File: src/rtl/signal_edge_detector.sv
// Per-bit rising/falling/either edge detector: same-cycle combinational strobes plus
// registered strobes delayed by one clock, behind an optional input synchronizer.
module signal_edge_detector #(
    parameter int WIDTH       = 1,
    parameter int SYNC_STAGES = 0
) (
    input  logic             clk,
    input  logic             reset,
    input  logic [WIDTH-1:0] signal,
    output logic [WIDTH-1:0] zero_delay_rising,
    output logic [WIDTH-1:0] zero_delay_falling,
    output logic [WIDTH-1:0] zero_delay_either,
    output logic [WIDTH-1:0] cycle_delayed_rising,
    output logic [WIDTH-1:0] cycle_delayed_falling,
    output logic [WIDTH-1:0] cycle_delayed_either
);

    logic [WIDTH-1:0] s;
    logic [WIDTH-1:0] prev_q;
    logic [WIDTH-1:0] rise_d;
    logic [WIDTH-1:0] fall_d;
    logic [WIDTH-1:0] either_d;
    logic [WIDTH-1:0] rise_q;
    logic [WIDTH-1:0] fall_q;
    logic [WIDTH-1:0] either_q;

    generate
        if (SYNC_STAGES == 0) begin : g_direct
            assign s = signal;
        end else begin : g_sync
            logic [WIDTH-1:0] sync_q [SYNC_STAGES];

            // NOTE: non-blocking assignments let every stage sample its neighbour's old value,
            // so the loop order does not matter and the chain shifts by exactly one stage.
            always_ff @(posedge clk or negedge reset) begin
                if (!reset) begin
                    for (int i = 0; i < SYNC_STAGES; i++) sync_q[i] <= '0;
                end else begin
                    sync_q[0] <= signal;
                    for (int i = 1; i < SYNC_STAGES; i++) sync_q[i] <= sync_q[i-1];
                end
            end

            assign s = sync_q[SYNC_STAGES-1];
        end
    endgenerate

    always_comb begin
        rise_d   = s & ~prev_q;
        fall_d   = ~s & prev_q;
        either_d = s ^ prev_q;
    end

    always_ff @(posedge clk or negedge reset) begin
        if (!reset) begin
            prev_q   <= '0;
            rise_q   <= '0;
            fall_q   <= '0;
            either_q <= '0;
        end else begin
            prev_q   <= s;
            rise_q   <= rise_d;
            fall_q   <= fall_d;
            either_q <= either_d;
        end
    end

    // With no synchronizer a high input would show as rising during reset; gate it off.
    assign zero_delay_rising     = rise_d & {WIDTH{reset}};
    assign zero_delay_falling    = fall_d & {WIDTH{reset}};
    assign zero_delay_either     = either_d & {WIDTH{reset}};
    assign cycle_delayed_rising  = rise_q;
    assign cycle_delayed_falling = fall_q;
    assign cycle_delayed_either  = either_q;

endmodule

File: config.mk
export PLATFORM = sky130hd
export DESIGN_NAME = signal_edge_detector
export DESIGN_NICKNAME = d
export VERILOG_FILES = /design/src/rtl/signal_edge_detector.sv
export SDC_FILE = /design/constraint.sdc
export NUM_CORES = 1
export LEC_CHECK = 0
export ABC_AREA = 0
export CAP_MARGIN = 10
export CORE_AREA = 4 4 41 43
export DETAILED_ROUTE_END_ITERATION = 16
export DIE_AREA = 0 0 45 47
export SLEW_MARGIN = 20
export SYNTH_ARGS = -nofsm -noshare
export SYNTH_HDL_FRONTEND = slang
export SYNTH_SLANG_ARGS = --single-unit
File: constraint.sdc
create_clock -name clk -period 2.2 [get_ports clk]
set_input_delay 0.55 -clock clk [delete_from_list [all_inputs] [get_ports clk]]
set_output_delay 0.55 -clock clk [all_outputs]
set_load 0.03 [all_outputs]
==> reports/metrics.csv <==
stage;metric;value;unit
outcome;outcome;completed;
worst_setup_path;Worst EP arrival;1460;ps
global_route;first-pass GRT wire length;572;microns
placed_design;port buffer count;8;
cells_and_area;# diodes;0;
worst_setup_path;Critical Path End Type;output port;
synth;Synth Instances;12;
floorplan;Die W;45;microns
synth;area share of the largest cell type after synthesis;61.5;%
floorplan;Die Footprint;2120;sq um
floorplan;count of boundary I/O pins;9;
route;vias after detailed routing;125;
cts;CTS H-Tree Depth;1;
synth;most common cell in the netlist;dfrtp_1;
sta;fmax;0.497;GHz
cts;postcts setup bufs;0;
sta;Tcrit/Tclk final;91.5;%
route;ANT nets after route;0;
worst_setup_path;Setup crit start kind;input port;
global_route;largest net degree at the start of global routing;7;
synth;Async SR Flop Fraction;100;%
pwr;static leakage;0.159;nW
global_route;Overall Global Routing Usage;4.76;%
floorplan;Die Y;47;microns
floorplan;# rows;13;
synth;Yosys warnings;0;
cells_and_area;area of the multi-input gates;66.3;sq um
sta;Max Slew Vio Count;0;
cts;clock slew at reported path FFs;40;ps
floorplan;Initial Utilization;12.5;%
route;Pre-Repair DR Iteration Count;2;
synth;sequential area share after synthesis;61.5;%
sta;Hold Vio Cnt, Final;0;
worst_setup_path;flop-to-flop setup slack;1370;ps
route;Initial DRC Count;1;
synth;Post-Syn Area;163;sq um
cells_and_area;Final Net Count;32;
cts;clock latency at the later pin of the worst-skew pair;230;ps
synth;Synth area leaders;dfrtp_1 62%, ha_1 15%, nor2b_4 8.5%, and2_1 7.7%, inv_1 6.9%;
floorplan;core box area;1300;sq um
pwr;Worst VDD drop;0.000114;V
synth;Main synth FF type;dfrtp_1;
cells_and_area;register area;100;sq um
synth;Synth Register Bits;4;
cts;Root Buffer;clkbuf_4;
cells_and_area;layout cells sized above 1;44.0;%
sta;Slew HR;79.6;%
synth;mean post-synth cell area;13.6;sq um
synth;Post-synth EDFFs;0;
route;wire length per cell;8.33;microns
cts;clock tree sinks;4;
synth;synth cell count leaders;4 x dfrtp_1, 3 x inv_1, 2 x and2_1, 2 x ha_1, 1 x nor2b_4;
worst_setup_path;critical path data required time;1650;ps
synth;synth unique cells;5;
hold_path;Hold/Removal Path Class;reg -> reg;
cts;TritonCTS Buffers;3;
global_route;gr ovfl total;0;
synth;Yosys top cell by area;dfrtp_1;
cells_and_area;Area growth, synth to finish;88.5;%
sta;TNS Setup;0;ps
sta;clk_skew;0.0324;ps
worst_setup_path;WS Path Type;in -> out;
route;drt total wl;333;microns
placed_design;Final Wtd Congestion;0.666;
global_route;initial antenna violation count;0;
worst_setup_path;worst-path fanout max;6;
route;drt via density;3.13;
sta;post-route minimum period;2010;ps
placed_design;placed instance area;272;sq um
job;max cap viols;0;
cells_and_area;Design Area, Final;307;sq um
cts;TritonCTS clock tree;yes;
route;DR DRC count;0;
synth;Syn Nets;17;
sta;final setup fails;0;
pwr;PwrDens;698;nW/um^2
global_route;number of global-route vias before repair;136;
cells_and_area;fillers;152;
sta;Slew @ Worst Pin;306;ps
sta;RSZ-0062 raised after global routing;no;
cts;Clock Path Buffers;2;
==> registers in the layout, summed over array words and instances (netlist names) <==
| signal | count |
|---|---|
| cycle_delayed_falling | 1 |
| cycle_delayed_either | 1 |
| cycle_delayed_rising | 1 |
| prev_q | 1 |
==> cell families after synthesis <==
logic type | share of synthesized area (%)
flops | 61.5
simple gates | 16.2
buf+inv | 6.92
fa+ha+maj | 15.4
==> area by class of cell <==
type	count	share of cell area, %
Timing Repair Buffer	10	28.6
Inverter	3	3.67
Sequential cell	4	32.7
Tap cell	15	6.12
Clock buffer	3	7.35
Multi-Input combinational cell	5	21.6
==> critical path, cell delays in order <==
cell and delay (ps):
clkdlybuf4s50_1 480, buf_4 150, nor2b_4 130, buf_4 150
==> placed cells by master, fill, tap and decap left out <==
master,n
dfrtp_1,4
clkdlybuf4s50_1,4
buf_4,4
inv_1,3
clkbuf_4,3
and2_1,2
nor2b_4,1
ha_4,1
ha_2,1
dlymetal6s2s_1,1
buf_2,1
==> stage by stage <==
stage / worst slack, ps / hold slack (ps) / power [W] / util [%] / std cells
6_report: 188 / 553 / 0.000214 / 23.6 / 40
5_1_grt: 157 / 568 / 0.000230 / 23.6 / 40
4_1_cts: 6.35 / 562 / 0.000220 / 23.2 / 40
3_5_place_dp: -384 / 557 / 0.000126 / 20.9 / 37
3_3_place_gp: -358 / 520 / 0.000124 / 20.9 / 37
2_1_floorplan: 537 / 254 / 0.000103 / - / 12
==> worst paths after layout <==
path | startpoint | endpoint | cells after the start
setup / recovery | reset | zero_delay_either | 4
hold / removal | prev_q | cycle_delayed_falling | 1
setup reg to reg | prev_q | cycle_delayed_either | 2
hold reg to reg | prev_q | cycle_delayed_falling | 1
max in group asynchronous | reset | cycle_delayed_rising | 2
min in group asynchronous | reset | cycle_delayed_either | 2
==> per-layer routing <==
layer / wire length [microns] / GRT usage [%] / vias up
li1: - / - / 62
met4: 0 / 5.26 / 0
met2: 149 / 5.65 / 10
met5: 0 / 0 / -
met3: 71 / 5.75 / 0
met1: 112 / 3.69 / 53
==> timing repair <==
item | CTS | global route
gates cloned | 0 | 0
hold buffers | 0 | 0
pin swaps | 0 | 0
gates resized for setup | 6 | 2
setup endpoints to repair | 2 | 1
hold endpoints to repair | 0 | 0
==> where the power goes <==
group	total, W	internal, W	leakage, nW	switching, W
clock network	0.0000883	0.0000609	0.0138	0.0000274
logic	0.0000454	0.0000213	0.0964	0.0000241
registers	0.0000804	0.0000786	0.0491	0.00000178
Note: power is estimated with default switching activity, not from simulation.
